### config.mk
export PLATFORM = sky130hd
export DESIGN_NAME = fifo_push_arbiter
export DESIGN_NICKNAME = d
export VERILOG_FILES = /design/src/rtl/fifo_push_arbiter.sv
export SDC_FILE = /design/constraint.sdc
export NUM_CORES = 1
export LEC_CHECK = 0
export BUFFER_PORTS_ARGS = -buffer_cell sky130_fd_sc_hd__buf_2
export CAP_MARGIN = 20
export CORE_AREA = 2 2 133 135
export DETAILED_ROUTE_END_ITERATION = 6
export DIE_AREA = 0 0 135 137
export GPL_ROUTABILITY_DRIVEN = 0
export GPL_TIMING_DRIVEN = 1
export PLACE_DENSITY = 0.44
export SYNTH_ARGS = -nofsm -noshare
export SYNTH_HDL_FRONTEND = slang
export SYNTH_SLANG_ARGS = --single-unit
### constraint.sdc
create_clock -name clk -period 5.5 [get_ports clk]
set_clock_uncertainty 0.2 [all_clocks]
set_input_delay 1.1 -clock clk [delete_from_list [all_inputs] [get_ports clk]]
set_output_delay 1.1 -clock clk [all_outputs]
set_load 0.01 [all_outputs]
### src/rtl/fifo_push_arbiter.sv
// Round-robin arbiter for a shared FIFO push port; multi-beat packets hold the grant until their last beat.
// Purely combinational datapath: the handshake, push and data all happen in the same cycle.
//
// state  | meaning
// IDLE   | arbitrating; candidate is the first valid requester at or after rr_ptr_q
// LOCKED | a packet is in flight; owner_q keeps the grant until its last beat transfers
module fifo_push_arbiter #(
    parameter int NREQ  = 4,
    parameter int WIDTH = 64,
    parameter int IW    = $clog2(NREQ)
) (
    input  logic                  clk,
    input  logic                  rst,
    input  logic [NREQ-1:0]       req_valid,
    input  logic [NREQ*WIDTH-1:0] req_data,
    input  logic [NREQ-1:0]       req_last,
    output logic [NREQ-1:0]       req_ready,
    output logic                  fifo_push,
    output logic [WIDTH-1:0]      fifo_din,
    input  logic                  fifo_full,
    output logic [IW-1:0]         grant_id,
    output logic                  locked
);

    typedef enum logic {IDLE = 1'b0, LOCKED = 1'b1} lock_t;

    lock_t           lock_q, lock_d;
    logic [IW-1:0]   owner_q, owner_d;
    logic [IW-1:0]   rr_ptr_q, rr_ptr_d;
    logic [IW-1:0]   search_cand;
    logic [IW-1:0]   cand;
    logic            cand_last;
    logic            xfer;

    function automatic logic [IW-1:0] wrap_inc(input logic [IW-1:0] x);
        return (x == IW'(NREQ - 1)) ? '0 : x + 1'b1;
    endfunction

    // Rotate the valids so bit 0 is the pointer position, then take the nearest set bit.
    always_comb begin
        logic [2*NREQ-1:0] rot;
        logic [IW-1:0]     off;
        logic [IW:0]       sum;
        rot = {req_valid, req_valid} >> rr_ptr_q;
        off = '0;
        for (int k = NREQ - 1; k >= 0; k--) begin
            if (rot[k]) off = IW'(k);
        end
        sum = {1'b0, rr_ptr_q} + {1'b0, off};
        if (sum >= (IW+1)'(NREQ)) sum = sum - (IW+1)'(NREQ);
        search_cand = sum[IW-1:0];
    end

    assign cand = (lock_q == LOCKED) ? owner_q : search_cand;

    always_comb begin
        fifo_din  = '0;
        cand_last = 1'b0;
        req_ready = '0;
        for (int i = 0; i < NREQ; i++) begin
            if (cand == IW'(i)) begin
                fifo_din     = req_data[i*WIDTH +: WIDTH];
                cand_last    = req_last[i];
                req_ready[i] = !rst && !fifo_full && ((lock_q == LOCKED) || req_valid[i]);
            end
        end
    end

    assign xfer      = |(req_valid & req_ready);
    assign fifo_push = xfer;
    assign grant_id  = rst ? '0 : cand;
    assign locked    = (lock_q == LOCKED);

    always_comb begin
        lock_d   = lock_q;
        owner_d  = owner_q;
        rr_ptr_d = rr_ptr_q;
        case (lock_q)
            IDLE: begin
                if (xfer) begin
                    if (cand_last) begin
                        rr_ptr_d = wrap_inc(cand);
                    end else begin
                        lock_d  = LOCKED;
                        owner_d = cand;
                    end
                end
            end
            LOCKED: begin
                if (xfer && cand_last) begin
                    lock_d   = IDLE;
                    rr_ptr_d = wrap_inc(owner_q);
                end
            end
            default: lock_d = IDLE;
        endcase
    end

    always_ff @(posedge clk or posedge rst) begin
        if (rst) begin
            lock_q   <= IDLE;
            owner_q  <= '0;
            rr_ptr_q <= '0;
        end else begin
            lock_q   <= lock_d;
            owner_q  <= owner_d;
            rr_ptr_q <= rr_ptr_d;
        end
    end

endmodule

==> reports/results.ini, run 1 <==
[run_status]
status=complete, no violations

[global_route]
grt_pass1_wl_um=18500
overflow=0
grt_max_degree=67
grt.total_usage=0.125
antenna_found_initial=0
grt_pass1_vias=3661

[pwr]
cellLeakagePower_nw=2.31
power_switching_mw=2.06
power_density_nw_per_um2=808
p_int_mw=1.57
p_seq_frac=0.026
swShare=0.567
clockPowerShare=0.033
ir_drop_v=0.000337
combPwrFrac=0.942

[critical_path]
worst_ep_required_time_ns=4.20
startpoint=req_valid[3]
worst_r2r_path_depth=13
r2r_slack_ns=1.53
worstPathArrival_ns=3.90
worstSetupPathType=input port to output port
r2r_start=rr_ptr_q[0]
endpoint=fifo_din[37]
critPathLaunchType=input port
cp_max_fo=27
setup.worst_path.end_class=output port
r2r-end=owner_q[0]

[floorplan]
start_util=0.141
die_height_um=137
pin_count=339
core.rowCount=48
die_w_um=135
core_sq_um=17100
die_area_sq_um=18500

[placement]
port_buffers=338
dp_worst_setup_slack_ns=0.113
dp_hpwl_um=10900
placed_area_sq_um=4410
place_inst=969

[sta]
setup_tns_ns=0
period_minus_slack_ns=5.20
hold_viol_final=0
final-setup-viol-count=0
worst_pin_slew_ns=0.477
whs_ns=0.350
relSlewSlack=0.682
slew_viol_final=0
worst_slack_ns=0.295
post-route-period-util=0.946
fmax_ghz=0.192

[synthesis]
ys.warnings.count=0
synth_area_per_cell_sq_um=5.43
synth_seq_area_share=0.0521
synth_edf_count=0
syn-num-nets=715
netlist_area_sq_um=2400
synth_area_leader_cell=a22oi_1
synthCells=442
synth_ff_type=dfrtp_1
yosys_register_bits=5
synth_top_area_frac=0.203
yosysUniqueCellTypes=36
synthTopCellsByArea=a22oi_1 20%, a21oi_1 14%, nor2_1 12%
synthArstFlopShare=1.00

[finish]
area_growth_pct=87.1
final_area_sq_um=4490
final_cells=973
diodes=0
nets=1022
drive_gt1_frac=0.488

[clock_network]
clockBufferDepth=2
cts_tree=yes
clkSlewWorstSetupHoldPaths_ns=0.03
cts_sinks=5
cts_buffers=3
clkLatencyLatePin_ns=0.22
htree_levels=1
root_buffer=clkbuf_16

[flow_run]
drv_cap=0

[detailed_routing]
viasPerCell=4.40
wire_per_inst_um=13.6
via_count=4279
drt_iter0_markers=136
first_pass_iters=4
drc_errors=0
drt-total-wl_um=13200
postRouteAntennaNets=0

[min_path]
hold_class=register to register

==> layout by cell type, fill, tap and decap left out, types with 5 or more instances in the layout <==
cell and instances:
buf_2 338, nor2_1 77, nand2_1 68, a21oi_1 66, a22oi_1 65, o21ai_0 50, o21ai_1 20, buf_12 8
dfrtp_1 5, buf_4 5
==> worst min-delay path by stage <==
stage	start	to	slack, ns	cells after the start
2_1_floorplan	owner_q[1]	owner_q[1]	0.30	1
3_3_place_gp	owner_q[1]	owner_q[1]	0.33	1
3_5_place_dp	owner_q[1]	owner_q[1]	0.35	1
4_1_cts	owner_q[1]	owner_q[1]	0.35	1
5_1_grt	owner_q[1]	owner_q[1]	0.39	1
6_report	owner_q[1]	owner_q[1]	0.35	1
==> power groups by stage <==
stage | clock network [mW] | logic [mW] | registers, mW
after floorplan | 0 | 2.13 | 0.0724
after CTS | 0.121 | 3.47 | 0.0918
after global routing | 0.124 | 3.82 | 0.0998
after global placement | 0 | 3.47 | 0.0923
final | 0.118 | 3.42 | 0.0929
after detailed placement | 0 | 3.45 | 0.0923
==> routing by layer <==
layer | track usage | share of wire | vias up
met4 | 0.0127 | 0.0049 | 0
li1 | - | - | 2203
met2 | 0.242 | 0.51 | 219
met3 | 0.0222 | 0.088 | 7
met5 | 0 | 0 | -
met1 | 0.147 | 0.40 | 1850
==> cells by family after synthesis <==
| group | count (synthesis) | share of synthesized area |
|---|---|---|
| AOI/OAI and AO/OA | 213 | 0.528 |
| adders and majority gates | 6 | 0.0313 |
| muxes | 6 | 0.0308 |
| buffers and inverters | 52 | 0.0871 |
| DFF | 5 | 0.0521 |
| and+or+nand+nor | 158 | 0.263 |
| xor gates and xnor gates | 2 | 0.00730 |
==> synthesized netlist by cell type (2+ instances only) <==
cell	n
nand2b_1	3
inv_1	3
nand2_1	68
mux2_4	2
nor2_1	77
mux2_1	2
a21oi_1	66
nor3_1	2
o21ai_1	20
clkbuf_1	34
buf_2	5
o21a_1	2
a22oi_1	65
o21ai_0	51
nor2b_1	2
dfrtp_1	5
a21oi_2	2
ha_1	6
o32ai_1	2
buf_1	9
==> worst max-delay path: stages <==
cell       delay, ns
buf_2           0.14
inv_1           0.08
and3_1          0.16
o21ai_0         0.15
o2111ai_1       0.13
ha_1            0.20
xor2_1          0.15
xnor2_1         0.35
o21ai_2         0.11
ha_2            0.26
nor2b_4         0.18
buf_12          0.19
a22oi_1         0.08
nor2_1          0.09
a21oi_1         0.04
o21ai_0         0.27
buf_2           0.19
==> metrics by stage <==
step / total power, mW / utilization
after floorplan: 2.20 / -
after global placement: 3.56 / 0.258
after detailed placement: 3.55 / 0.258
after CTS: 3.68 / 0.263
after global routing: 4.04 / 0.263
final: 3.63 / 0.263
==> what timing repair did <==
action                                  in CTS  in global routing
gates resized for setup                      0                  2
endpoints found under the setup margin       0                  3
hold buffers                                 0                  0
buffers inserted                             0                  0
endpoints found under the hold margin        0                  0
==> cell type report <==
| type | count | area (sq um) |
|---|---|---|
| Fill cell | 1981 | 12600 |
| Multi-Input combinational cell | 385 | 2100 |
| Timing Repair Buffer | 351 | 1890 |
| Tap cell | 225 | 282 |
| Sequential cell | 5 | 125 |
| Clock buffer | 4 | 78.8 |
| Inverter | 3 | 11.3 |
Power figures use the tool's default switching activity.
==> run 2: changes to the inputs <==
--- a/config.mk
+++ b/config.mk
@@ -7,12 +7,12 @@
 export LEC_CHECK = 0
 export BUFFER_PORTS_ARGS = -buffer_cell sky130_fd_sc_hd__buf_2
 export CAP_MARGIN = 20
-export CORE_AREA = 2 2 133 135
+export CORE_AREA = 2 2 131 133
 export DETAILED_ROUTE_END_ITERATION = 6
-export DIE_AREA = 0 0 135 137
+export DIE_AREA = 0 0 133 135
 export GPL_ROUTABILITY_DRIVEN = 0
 export GPL_TIMING_DRIVEN = 1
-export PLACE_DENSITY = 0.44
+export PLACE_DENSITY = 0.45
 export SYNTH_ARGS = -nofsm -noshare
 export SYNTH_HDL_FRONTEND = slang
 export SYNTH_SLANG_ARGS = --single-unit
==> reports/results.ini, run 2 (synthesis results as in run 1) <==
[critical_path]
cp_max_fo=19  ; was 27
worstPathArrival_ns=3.89  ; was 3.90 ns
slowest_stage=or4_1  ; was xnor2_1
critPathLaunchType=input port  ; unchanged
cp_slowest_stage_delay_ns=0.50  ; was 0.35 ns
worstSetupPathType=input port to output port  ; unchanged
worst_ep_required_time_ns=4.20  ; about the same
setup.worst_path.end_class=output port  ; unchanged
cp_cell_sequence=buf_2, or4_1, o2111ai_1, ha_1, xor2_1, xnor2_2, o21ai_2, ha_1, nor2b_4, buf_4, buf_12, a22oi_1, nor2_1, a21oi_1, o21ai_1, buf_2  ; was buf_2, inv_1, and3_1, o21ai_0, o2111ai_1, ha_1, xor2_1, xnor2_1, o21ai_2, ha_2, nor2b_4, buf_12, a22oi_1, nor2_1, a21oi_1, o21ai_0, buf_2

[detailed_routing]
drc_errors=0  ; unchanged
met2_length_um=6950  ; was 6710 um
drt_iter0_markers=118  ; was 136
viasPerCell=4.43  ; was 4.40
wl_met3_um=1150  ; was 1160 um
postRouteAntennaNets=0  ; unchanged
drt-total-wl_um=13500  ; was 13200 um
met1Wirelength_um=5320  ; was 5280 um
top_layer_used=met4  ; unchanged
wire_per_inst_um=13.9  ; was 13.6 um
first_pass_iters=4  ; unchanged
via_count=4294  ; was 4279

[floorplan]
start_util=0.146  ; was 0.141
core.rowCount=47  ; was 48
die_w_um=133  ; was 135 um
core_sq_um=16400  ; was 17100 sq um
pin_count=339  ; unchanged
die_area_sq_um=18000  ; was 18500 sq um
die_height_um=135  ; was 137 um

[clock_network]
clkLatencyLatePin_ns=0.23  ; was 0.22 ns
cts_tree=yes  ; unchanged
clockBufferDepth=2  ; unchanged
root_buffer=clkbuf_16  ; unchanged
clkSlewWorstSetupHoldPaths_ns=0.03  ; about the same
cts_sinks=5  ; unchanged
htree_levels=1  ; unchanged
cts_buffers=3  ; unchanged

[pwr]
cellLeakagePower_nw=2.32  ; was 2.31 nW
ir_drop_v=0.000310  ; was 0.000337 V
power_density_nw_per_um2=807  ; was 808 nW/um^2
power.total_mw=3.62  ; was 3.63 mW

[finish]
final_cell_mix=338 x buf_2, 77 x nor2_1, 68 x nand2_1  ; unchanged
final_common_cell=buf_2  ; unchanged
area_growth_pct=86.8  ; was 87.1%
drive_gt1_frac=0.489  ; was 0.488
nets=1022  ; unchanged

[sta]
worst_pin_slew_ns=0.474  ; was 0.477 ns
slew_viol_final=0  ; unchanged
final-setup-viol-count=0  ; unchanged
fmax_ghz=0.193  ; was 0.192 GHz
setup_tns_ns=0  ; unchanged
rsz0062_at_grt=false
post-route-period-util=0.944  ; was 0.946
period_minus_slack_ns=5.19  ; was 5.20 ns
hold_viol_final=0  ; unchanged
relSlewSlack=0.684  ; was 0.682

[global_route]
grt.total_usage=0.137  ; was 0.125
grt_pass1_wl_um=20200  ; was 18500 um
grt_pass1_vias=4010  ; was 3661
overflow=0  ; unchanged
grt_max_degree=71  ; was 67
antenna_found_initial=1  ; was 0

[min_path]
hold_class=register to register  ; unchanged

[placement]
port_buffers=338  ; unchanged
dp_hpwl_um=10900  ; about the same

[run_status]
status=complete, no violations  ; unchanged

[flow_run]
drv_cap=0  ; unchanged

-- run 2: cell types whose count changed in the layout (fill, tap and decap cells not counted), sizes merged --
cell,change
diode,+1
-- run 2: repair_timing --
item	in CTS	in global routing
setup buffers	0	2
setup endpoints to repair	0	16
resized for setup	0	2
hold buffers	0	0
-- run 2: metrics by stage --
stage	util	cells	area (sq um)	worst slack (ns)	hold WS, ns
6_report	0.273	969	4480	0.306	0.340
4_1_cts	0.271	966	4450	0.197	0.345
5_1_grt	0.273	968	4480	0.0438	0.373
3_5_place_dp	0.267	962	4370	0.195	0.343
2_1_floorplan	-	442	2400	0.330	0.299
3_3_place_gp	0.267	962	4370	0.220	0.360
-- run 2: worst paths after layout --
kind | startpoint | to | slack (ns) | cells after the start
hold reg to reg | owner_q[1] | owner_q[1] | 0.34 | 1
hold / removal | owner_q[1] | owner_q[1] | 0.34 | 1
min in group asynchronous | rst | rr_ptr_q[0] | 0.60 | 2
setup reg to reg | rr_ptr_q[0] | owner_q[0] | 1.53 | 13
setup / recovery | req_valid[0] | fifo_din[47] | 0.31 | 16
max in group asynchronous | rst | owner_q[0] | 4.30 | 2
-- run 2: worst max-delay path: cells and delay by family --
kind	cells	cell delay [ns]
AOI/OAI and AO/OA	5	0.61
xor gates and xnor gates	2	0.42
adders and majority gates	2	0.45
buffers and inverters	4	0.59
and+or+nand+nor	3	0.72
-- run 2: layout make-up --
type	instances	area (sq um)
Antenna cell	1	2.50
Clock buffer	4	78.8
Multi-Input combinational cell	385	2110
Sequential cell	5	125
Fill cell	1872	11900
Timing Repair Buffer	351	1880
Inverter	3	11.3
Tap cell	220	275
-- run 2: report_power, final --
| group | switching (mW) | internal, mW |
|---|---|---|
| combinational | 1.98 | 1.42 |
| sequential | 0.0372 | 0.0546 |
| clock | 0.0241 | 0.0961 |
| total | 2.05 | 1.57 |
-- run 2: routing by layer --
metal,GRT usage,up-vias
met2,0.261,216
met1,0.161,1864
li1,-,2204
met4,0.0203,0
met5,0,-
met3,0.0259,10
==> run 3: changes to the inputs <==
--- a/config.mk
+++ b/config.mk
@@ -13,6 +13,7 @@
 export GPL_ROUTABILITY_DRIVEN = 0
 export GPL_TIMING_DRIVEN = 1
 export PLACE_DENSITY = 0.45
+export RECOVER_POWER = 25
 export SYNTH_ARGS = -nofsm -noshare
 export SYNTH_HDL_FRONTEND = slang
 export SYNTH_SLANG_ARGS = --single-unit
==> reports/results.ini, run 3 (synthesis results as in run 1) <==
[detailed_routing]
drc_errors=0  ; unchanged
first_pass_iters=5  ; was 4
drt_iter0_markers=108  ; was 118
via_count=4306  ; was 4294
wire_per_inst_um=14.0  ; was 13.9 um
postRouteAntennaNets=0  ; unchanged
drt-total-wl_um=13500  ; about the same
viasPerCell=4.44  ; was 4.43

[finish]
fill_cells=1877  ; was 1872
nets=1022  ; unchanged
final_area_sq_um=4450  ; was 4480 sq um
area_growth_pct=85.5  ; was 86.8%
final_common_cell=buf_2  ; unchanged
final_cell_mix=335 x buf_2, 77 x nor2_1, 68 x nand2_1, 68 x a21oi_1, 65 x a22oi_1  ; was 338 x buf_2, 77 x nor2_1, 68 x nand2_1
drive_gt1_frac=0.479  ; was 0.489

[sta]
worst_pin_slew_ns=0.478  ; was 0.474 ns
final-setup-viol-count=0  ; unchanged
slew_viol_final=0  ; unchanged
worst_slack_ns=0.291  ; was 0.306 ns
post-route-period-util=0.947  ; was 0.944
fmax_ghz=0.192  ; was 0.193 GHz
period_minus_slack_ns=5.21  ; was 5.19 ns
setup_tns_ns=0  ; unchanged
relSlewSlack=0.681  ; was 0.684
rsz0062_at_grt=false  ; unchanged
hold_viol_final=0  ; unchanged

[floorplan]
die_w_um=133  ; unchanged
core.rowCount=47  ; unchanged
die_height_um=135  ; unchanged
pin_count=339  ; unchanged
start_util=0.146  ; unchanged
die_area_sq_um=18000  ; unchanged
core_sq_um=16400  ; unchanged

[run_status]
status=complete, no violations  ; unchanged

[clock_network]
htree_levels=1  ; unchanged
root_buffer=clkbuf_16  ; unchanged
cts_buffers=3  ; unchanged
clkSlewWorstSetupHoldPaths_ns=0.03  ; about the same
cts_sinks=5  ; unchanged
clockBufferDepth=2  ; unchanged
clkLatencyLatePin_ns=0.23  ; about the same
cts_tree=yes  ; unchanged

[placement]
placed_area_sq_um=4370  ; unchanged
port_buffers=338  ; unchanged
dp_hpwl_um=10900  ; unchanged
dp_worst_setup_slack_ns=0.195  ; unchanged

[min_path]
hold_class=register to register  ; unchanged
min_to=owner_q[1]  ; unchanged
hold_start=owner_q[1]  ; unchanged
hold_path_depth=1  ; unchanged

[pwr]
cellLeakagePower_nw=2.30  ; was 2.32 nW
ir_drop_v=0.000309  ; was 0.000310 V
power_density_nw_per_um2=806  ; was 807 nW/um^2

[critical_path]
worst_ep_required_time_ns=4.20  ; about the same
cp_max_fo=19  ; unchanged
critPathLaunchType=input port  ; unchanged
worstSetupPathType=input port to output port  ; unchanged
setup.worst_path.end_class=output port  ; unchanged
r2r_start=rr_ptr_q[0]  ; unchanged
r2r_slack_ns=1.34  ; was 1.53 ns
worst_r2r_path_depth=13  ; unchanged
r2r-end=owner_q[0]  ; unchanged
worstPathArrival_ns=3.91  ; was 3.89 ns

[flow_run]
drv_cap=0  ; unchanged

[global_route]
overflow=0  ; unchanged
grt.total_usage=0.137  ; unchanged
grt_pass1_vias=4010  ; unchanged
grt_max_degree=71  ; unchanged
antenna_found_initial=1  ; unchanged
grt_pass1_wl_um=20200  ; unchanged

-- run 3: changes by cell type in the layout (fill, tap and decap cells not counted), sizes merged --
cell	change
buf	-5
clkbuf	+5
-- run 3: how the worst max path moves through the flow --
stage,depth (start not counted),slack (ns),from,endpoint
global route,16,0.05,req_valid[0],fifo_din[45]
CTS,15,0.20,req_valid[0],fifo_din[18]
detailed placement,15,0.19,req_valid[0],fifo_din[18]
floorplan,16,0.33,req_valid[0],fifo_din[0]
global placement,15,0.22,req_valid[0],fifo_din[18]
finish,16,0.29,req_valid[0],fifo_din[47]
-- run 3: critical path, stage by stage --
cell and delay, ns:
buf_2 0.16, or4_1 0.50, o2111ai_1 0.09, ha_1 0.19
xor2_1 0.23, xnor2_2 0.19, o21ai_2 0.10, ha_1 0.26
nor2b_4 0.16, buf_4 0.14, buf_12 0.14, a22oi_1 0.14
nor2_1 0.06, a21oi_1 0.21, o21ai_1 0.08, buf_2 0.15
-- run 3: repair_timing --
action                                  4_1_cts  5_1_grt
gates resized for setup                       0        2
hold buffers                                  0        0
endpoints found under the setup margin        0       16
buffers inserted                              0        2
-- run 3: where the power goes --
| group | leakage, nW | total [mW] | switching [mW] | internal, mW |
|---|---|---|---|---|
| registers | 0.0605 | 0.0920 | 0.0373 | 0.0546 |
| logic | 2.20 | 3.37 | 1.98 | 1.40 |
| clock network | 0.0382 | 0.120 | 0.0240 | 0.0961 |
-- run 3: through the flow --
step	total power [mW]	util	instances	hold WS (ns)
global route	4.01	0.271	968	0.373
finish	3.59	0.271	969	0.340
detailed placement	3.50	0.267	962	0.343
CTS	3.63	0.271	966	0.345
global placement	3.54	0.267	962	0.360
floorplan	2.20	-	442	0.299
-- run 3: cell type report --
class                      instances  area, sq um  area share
antenna                            1         2.50    0.000562
multi-input combinational        385         2090       0.469
clock buffer                       4         78.8      0.0177
sequential                         5          125      0.0281
timing repair buffer             351         1870       0.420
inverter                           3         11.3     0.00253
tap                              220          275      0.0618
-- run 3: per-layer routing --
metal  vias up  share of wire  global-route usage
li1       2203              -                   -
met1      1867           0.40               0.161
met2       226           0.51               0.261
met3        10          0.084              0.0259
met4         0         0.0072              0.0203
met5         -              0                   0
